File: src/rtl/sd_spi_reader.sv
// SPI mode-0 read master: sends a read opcode, polls MISO for a start token,
// then captures a 16-bit word and reports it with a valid or timeout pulse.
module sd_spi_reader #(
  parameter int         CLK_DIV       = 4,
  parameter logic [7:0] READ_CMD      = 8'h11,
  parameter logic [7:0] TOKEN         = 8'hFE,
  parameter int         TIMEOUT_BYTES = 8
) (
  input  logic        clk,
  input  logic        rst,
  input  logic        start,
  output logic [15:0] data_out,
  output logic        valid,
  output logic        error,
  output logic        busy,
  output logic        sclk,
  output logic        mosi,
  input  logic        miso,
  output logic        cs
);

  localparam int HALF = CLK_DIV / 2;
  localparam int DW   = (HALF > 1) ? $clog2(HALF) : 1;
  localparam int PW   = (TIMEOUT_BYTES > 1) ? $clog2(TIMEOUT_BYTES + 1) : 1;

  typedef enum logic [2:0] {
    S_IDLE, S_SETUP, S_CMD, S_WAIT, S_DATA, S_FINISH
  } state_t;

  state_t          r_state, w_next;
  logic [DW-1:0]   r_div;
  logic            r_sclk;
  logic [7:0]      r_tx;
  logic [15:0]     r_rx;
  logic [3:0]      r_bit;
  logic [PW-1:0]   r_poll;
  logic            r_ok;
  logic            r_cs, r_busy, r_valid, r_error;
  logic [15:0]     r_data;

  logic w_tc, w_shift, w_rise, w_fall, w_last_bit, w_grp_done;
  logic w_tok, w_poll_out, w_accept, w_done;

  assign w_tc       = (r_div == DW'(HALF - 1));
  assign w_shift    = (r_state == S_CMD) || (r_state == S_WAIT) || (r_state == S_DATA);
  assign w_rise     = w_shift && w_tc && !r_sclk;
  assign w_fall     = w_shift && w_tc &&  r_sclk;
  assign w_last_bit = (r_state == S_DATA) ? (r_bit == 4'd15) : (r_bit == 4'd7);
  // Groups close on the falling edge so every state change happens with sclk low.
  assign w_grp_done = w_fall && w_last_bit;
  assign w_tok      = (r_rx[7:0] == TOKEN);
  assign w_poll_out = (r_poll == PW'(TIMEOUT_BYTES - 1));
  assign w_accept   = (r_state == S_IDLE) && start;
  assign w_done     = (r_state == S_FINISH) && w_tc;

  always_ff @(posedge clk) begin
    if (!rst) r_state <= S_IDLE;
    else      r_state <= w_next;
  end

  always_comb begin
    w_next = r_state;
    case (r_state)
      S_IDLE:   if (start)      w_next = S_SETUP;
      S_SETUP:  if (w_tc)       w_next = S_CMD;
      S_CMD:    if (w_grp_done) w_next = S_WAIT;
      S_WAIT:   if (w_grp_done) begin
                  if (w_tok)           w_next = S_DATA;
                  else if (w_poll_out) w_next = S_FINISH;
                end
      S_DATA:   if (w_grp_done) w_next = S_FINISH;
      S_FINISH: if (w_tc)       w_next = S_IDLE;
      default:                  w_next = S_IDLE;
    endcase
  end

  always_ff @(posedge clk) begin
    if (!rst) begin
      r_div   <= '0;
      r_sclk  <= 1'b0;
      r_tx    <= 8'hFF;
      r_rx    <= '0;
      r_bit   <= '0;
      r_poll  <= '0;
      r_ok    <= 1'b0;
      r_cs    <= 1'b1;
      r_busy  <= 1'b0;
      r_valid <= 1'b0;
      r_error <= 1'b0;
      r_data  <= '0;
    end else begin
      r_valid <= 1'b0;
      r_error <= 1'b0;

      if (r_state == S_IDLE || w_tc) r_div <= '0;
      else                           r_div <= r_div + 1'b1;

      if (w_shift && w_tc) r_sclk <= ~r_sclk;

      // Ones shift in behind the opcode so MOSI rests high while polling/reading.
      if (w_accept)    r_tx <= READ_CMD;
      else if (w_fall) r_tx <= {r_tx[6:0], 1'b1};

      if (w_rise) r_rx <= {r_rx[14:0], miso};

      if (w_accept)    r_bit <= '0;
      else if (w_fall) r_bit <= w_last_bit ? 4'd0 : r_bit + 4'd1;

      if (w_accept)
        r_poll <= '0;
      else if (r_state == S_WAIT && w_grp_done && !w_tok)
        r_poll <= r_poll + 1'b1;

      if (w_accept)
        r_ok <= 1'b0;
      else if (r_state == S_DATA && w_grp_done)
        r_ok <= 1'b1;

      if (w_accept) begin
        r_cs   <= 1'b0;
        r_busy <= 1'b1;
      end else if (w_done) begin
        r_cs    <= 1'b1;
        r_busy  <= 1'b0;
        r_valid <= r_ok;
        r_error <= ~r_ok;
        if (r_ok) r_data <= r_rx;
      end
    end
  end

  assign data_out = r_data;
  assign valid    = r_valid;
  assign error    = r_error;
  assign busy     = r_busy;
  assign sclk     = r_sclk;
  assign mosi     = r_tx[7];
  assign cs       = r_cs;

endmodule

File: config.mk
export PLATFORM = sky130hd
export DESIGN_NAME = sd_spi_reader
export DESIGN_NICKNAME = d
export VERILOG_FILES = /design/src/rtl/sd_spi_reader.sv
export SDC_FILE = /design/constraint.sdc
export NUM_CORES = 1
export LEC_CHECK = 0
export CORE_ASPECT_RATIO = 1.5
export CORE_MARGIN = 4
export CORE_UTILIZATION = 56
export DETAILED_ROUTE_END_ITERATION = 12
export DONT_BUFFER_PORTS = 1
export PLACE_DENSITY_LB_ADDON = 0.25
export SLEW_MARGIN = 20
export SYNTH_ARGS = -nofsm -noshare
export SYNTH_HDL_FRONTEND = slang
export SYNTH_SLANG_ARGS = --single-unit
File: constraint.sdc
create_clock -name clk -period 1.4 [get_ports clk]
set_input_delay 0.14 -clock clk [delete_from_list [all_inputs] [get_ports clk]]
set_output_delay 0.14 -clock clk [all_outputs]
set_load 0.03 [all_outputs]
==> results.toml, run 1 <==
[timing]
final-setup-viol-count = 32
rsz0062_at_grt = "yes"
tightest_slew_ps = 656
hold_viol = 0
fin_crit_sh = 1.05
fin_crit_ps = 1470
skew_ps = 7.83
final_max_slew_viol_count = 0
slew_headroom = 0.563
layout_setup_ws_ps = -68.2
timing.fmax_mhz = 681
whs_ps = 40.3

[layout]
nets = 304
diodes = 0
drive_above_1_share = 0.254
syn2layout_area_growth_pct = 26.1
fin_cells = 348

[run_status]
violations = "setup timing"
status = "finished, violations left"

[global_routing]
grt_start_max_net_pins = 36
grt.total_usage = 0.220
grt.overflow.total = 0
antenna_found_initial = 0
grt_first_pass_wirelength_mm = 8.69
grt_pass1_vias = 1936

[synth]
async_reset_ff_frac = 0
synthFlopType = "dfxtp_1"
synth_top_family_by_area = "simple AND/OR/NAND/NOR gates"
synth-seq-cells = 57
muxShareOfSynthArea = 0.0723
yosysSeqAreaShare = 0.485
synthCells = 264
post_synth_num_cell_types = 46
synth_fa_ha_area_frac = 0.0106
syn-num-nets = 270
avgSynthCellArea_sq_um = 8.91
netlist_area_sq_um = 2350
synth-compound-area-share = 0.124
synthSimpleGateAreaFrac = 0.244
synth_edf_count = 0
synth-xor-area-share = 0.0112
synth_warnings = 0

[drt]
vias = 2089
routedWlPerCell_um = 16.3
post-route-drc-count = 0
dr.pass1.iters = 4
wirelength_mm = 5.66
vias_per_cell = 6.00
drtAntennaViolNets = 0
dr.first_iter.drc_count = 78

[floorplan]
rows = 28
fp.dieArea_sq_um = 5320
core_sq_um = 3990
die_h_um = 87.4
start_util = 0.589
die_w_um = 60.9
io_pins = 26

[worst_setup_path]
cp-end-kind = "flop"
critPathLaunchType = "flop"
cp.arrival_ps = 1680
crit_fanout = 8
critPathKind = "flop to flop"
required_ps = 1610

[clocking]
cts_sinks = 57
insertion_delay_ps = 330
tritoncts = "done"
clk_pin_slew_ps = 60
cts-root-buf = "clkbuf_8"
cts_buffer_depth = 2
cts_inserted_buffers = 9
htreeDepth = 3

[placed_design]
place_hpwl_mm = 3.57
place.gp.congestion = 0.861
dp.cells = 324
dpl_worst_slack_ps = -155
portBuffers = 0

[power]
vdd_drop_max_uv = 1100
p_leak_nw = 1.23
power.density_nw_per_um2 = 1400

[job]
drv_cap = 0

[worst_hold_path]
holdCritPathClass = "primary input to flop"
stage by stage:
stage	util	power (mW)	setup TNS, ps	instance area [sq um]
2_1_floorplan	-	2.34	-318	2380
3_5_place_dp	0.651	2.61	-2470	2600
5_1_grt	0.743	4.33	-2990	2970
6_report	0.743	4.15	-1130	2970
3_3_place_gp	0.651	2.59	-1220	2600
4_1_cts	0.720	4.10	-971	2880
sequential cells by signal, summed over array words and instances (netlist names), 3 cells and up:
register / cells
data_out: 16
r_rx: 16
r_tx: 7
r_bit: 4
r_poll: 4
r_state: 3
placed cells by master (no fill, tap or decap), types with 4 or more instances in the layout:
cell	netlist	layout
dfxtp_1	57	50
nand2_1	33	33
buf_4	3	32
nand3_1	31	31
a21oi_1	26	24
nor2_1	20	20
mux2i_1	17	17
clkbuf_8	0	10
inv_1	5	5
o21ai_0	8	5
buf_6	2	5
nor3_1	4	4
clkbuf_1	7	4
dfxtp_4	0	4
where the power goes:
group	switching [mW]	total [mW]	leakage, nW	internal [mW]
Clock	0.610	1.41	0.0891	0.801
Combinational	0.444	0.866	0.679	0.423
Sequential	0.137	1.87	0.466	1.73
Total	1.19	4.15	1.23	2.96
final timing paths:
kind                startpoint           end  slack (ps)  cells past startpoint
setup / recovery    r_state[2]       r_rx[7]         -70                      6
hold / removal             rst    r_state[0]          40                      3
setup reg to reg    r_state[2]       r_rx[7]         -70                      6
hold reg to reg   data_out[14]  data_out[14]         460                      2
synth_stat cells, types with 2 or more instances:
| cell type | count | area, sq um |
|---|---|---|
| nand2_2 | 2 | 12.5 |
| o21ai_0 | 8 | 40.0 |
| nor3_1 | 4 | 20.0 |
| nand2_1 | 33 | 124 |
| buf_4 | 3 | 22.5 |
| clkbuf_1 | 7 | 26.3 |
| o211ai_1 | 3 | 22.5 |
| nor2b_1 | 2 | 12.5 |
| nand3_1 | 31 | 155 |
| a21oi_1 | 26 | 130 |
| ha_1 | 2 | 25.0 |
| or3_1 | 2 | 12.5 |
| mux2i_1 | 17 | 170 |
| dfxtp_1 | 57 | 1140 |
| buf_6 | 2 | 22.5 |
| and4_1 | 2 | 17.5 |
| o31ai_1 | 2 | 15.0 |
| nand4_1 | 3 | 18.8 |
| buf_2 | 6 | 30.0 |
| or3b_1 | 2 | 17.5 |
| nor2_1 | 20 | 75.1 |
| xnor2_1 | 2 | 17.5 |
| inv_1 | 5 | 18.8 |
kinds of logic after synthesis:
kind of cell               Yosys count
AOI/OAI and AO/OA                   48
xor gates and xnor gates             3
adders and majority gates            2
buffers and inverters               24
DFF                                 57
muxes                               17
and+or+nand+nor                    113
per-layer routing:
metal  global-route usage  vias up  share of wire
li1                     -      996              -
met1                0.239     1018           0.40
met2                0.374       53           0.53
met3               0.0712       22          0.042
met4                0.103        0          0.030
met5                    0        -              0
layout make-up:
| class | count | area (sq um) |
|---|---|---|
| Multi-Input combinational cell | 183 | 1180 |
| Sequential cell | 57 | 1160 |
| Fill cell | 267 | 1030 |
| Timing Repair Buffer | 41 | 364 |
| Clock buffer | 15 | 178 |
| Tap cell | 45 | 56.3 |
| Inverter | 6 | 22.5 |
| Clock inverter | 1 | 7.51 |
worst max-delay path, stage by stage, from the launching register on:
cell and delay, ps:
dfxtp_4 390, nor3b_4 270, o211ai_1 130, buf_4 170
clkbuf_16 160, mux2i_1 150, nor2_1 60
repair_timing:
action	CTS	global route
setup endpoints to repair	50	48
resized for setup	16	14
pin swaps	9	10
endpoints found under the hold margin	16	0
buffers inserted	0	4
gates cloned	0	2
hold buffers	2	0
Power figures use the tool's default switching activity.
==> inputs of run 2 (changes only) <==
--- a/config.mk
+++ b/config.mk
@@ -11,6 +11,7 @@
 export DETAILED_ROUTE_END_ITERATION = 12
 export DONT_BUFFER_PORTS = 1
 export PLACE_DENSITY_LB_ADDON = 0.25
+export SKIP_LAST_GASP = 1
 export SLEW_MARGIN = 20
 export SYNTH_ARGS = -nofsm -noshare
 export SYNTH_HDL_FRONTEND = slang
==> run 2 against run 1 <==
Net effect:
- the run still ends with setup timing left
- wire length is 0.90% higher
- clock skew hardly changed
- core utilization is 0.063 points higher
- die area stayed put
- largest cell class unchanged
==> results.toml, run 2 (synthesis results as in run 1) <==
[floorplan]
core_sq_um = 3990
die_w_um = 60.9
fp.dieArea_sq_um = 5320
rows = 28
die_h_um = 87.4
io_pins = 26
start_util = 0.589

[global_routing]
grt_pass1_vias = 1936
grt_start_max_net_pins = 36
grt.overflow.total = 0
antenna_found_initial = 0
grt.total_usage = 0.220
grt_first_pass_wirelength_mm = 8.69

[worst_setup_path]
r2r_slack_ps = -70
worst_path_max_delay_cell = "dfxtp_4"
cp-end-kind = "flop"
regToRegStartpoint = "r_state[2]"
r2r-end = "r_rx[7]"
required_ps = 1610
reg2reg_depth = 6
cp.arrival_ps = 1680
critPathKind = "flop to flop"
crit_fanout = 8
path_cells = "nor3b_4 > o211ai_1 > buf_4 > clkbuf_16 > mux2i_1 > nor2_1"
max_stage_delay_ps = 390
critPathLaunchType = "flop"

[run_status]
status = "finished, violations left"
violations = "setup timing"

[drt]
drtAntennaViolNets = 0
wirelength_mm = 5.71
routedWlPerCell_um = 16.5
vias = 2034
wl_met3_um = 226
route.top_layer_used = "met4"
dr.pass1.iters = 4
met2_length_mm = 3.11
wl_met1_mm = 2.26
post-route-drc-count = 0
dr.first_iter.drc_count = 68
vias_per_cell = 5.86

[worst_hold_path]
whs_endpoint = "r_state[0]"
hold_path_depth = 3
holdCritPathClass = "primary input to flop"
hold_start = "rst"

[job]
drv_cap = 0

[power]
vdd_drop_max_uv = 1100
power.density_nw_per_um2 = 1400
p_leak_nw = 1.21
p_total_mw = 4.15

[layout]
utilization = 0.743
fillers = 266
multi_input_area_sq_um = 1180
syn2layout_area_growth_pct = 26.2
diodes = 0
final_cell_mix = "dfxtp_1, nand2_1, nand3_1, buf_4, a21oi_1"
fin_area_sq_um = 2970
fin_cells = 347
final_common_cell = "dfxtp_1"
regArea_sq_um = 1160
drive_above_1_share = 0.248
nets = 303

[clocking]
insertion_delay_ps = 340
cts_sinks = 57
cts_buffer_depth = 2
tritoncts = "done"
cts_inserted_buffers = 9
clk_pin_slew_ps = 60
htreeDepth = 3
cts-root-buf = "clkbuf_8"

[timing]
fin_setup_tns_ps = -1080
skew_ps = 8.17
final_max_slew_viol_count = 0
tightest_slew_ps = 644
layout_setup_ws_ps = -67.9
slew_headroom = 0.570
rsz0062_at_grt = "yes"
fin_crit_sh = 1.05
fin_crit_ps = 1470
timing.fmax_mhz = 681
final-setup-viol-count = 30
hold_viol = 0

[placed_design]
place.gp.congestion = 0.861
dpl_cell_area_sq_um = 2600
place_hpwl_mm = 3.57
portBuffers = 0
dp.cells = 324
-- run 2: how the worst max path moves through the flow --
stage                    start         to  slack [ps]  depth (start not counted)
global placement    r_state[1]  r_poll[3]        -150                          4
finish              r_state[2]    r_rx[7]         -70                          6
global route          r_bit[1]  r_poll[2]        -140                          5
floorplan           r_state[2]   r_bit[0]         -40                          6
CTS                 r_state[1]  r_poll[0]         -70                          5
detailed placement  r_state[1]  r_poll[3]        -160                          4
-- run 2: cell type report --
class	count	area share
sequential	57	0.391
timing repair buffer	40	0.121
inverter	6	0.00759
tap	45	0.0190
multi-input combinational	183	0.399
clock buffer	15	0.0598
clock inverter	1	0.00253
-- run 2: repair_timing --
item                                   CTS  global route
setup buffers                            0             2
hold buffers                             2             0
pin swaps                                8            10
setup endpoints to repair               50            48
resized for setup                       15            18
gates cloned                             0             3
endpoints found under the hold margin   16             0
-- run 2: report_power, final --
part / leakage [nW] / switching, mW / internal [mW]
Clock: 0.0891 / 0.620 / 0.801
Sequential: 0.466 / 0.141 / 1.73
Combinational: 0.656 / 0.430 / 0.423
Total: 1.21 / 1.19 / 2.96
-- run 2: stage by stage --
stage / setup WS [ps] / hold WS [ps]
floorplan: -44.2 / 284
detailed placement: -155 / 218
global route: -136 / 53.2
global placement: -152 / 210
CTS: -73.8 / 30.5
finish: -67.9 / 35.1
-- run 2: layer usage --
layer	global-route usage	vias up
li1	-	999
met1	0.239	991
met2	0.374	36
met3	0.0712	8
met4	0.103	0
met5	0	-
-- run 2: worst max-delay path: cells and delay by family (launching register included) --
kind / cells / cell delay, ps
flip-flops: 1 / 390
multiplexers: 1 / 150
AO/OA/AOI/OAI: 1 / 130
AND/OR/NAND/NOR: 2 / 330
buffers and inverters: 2 / 330
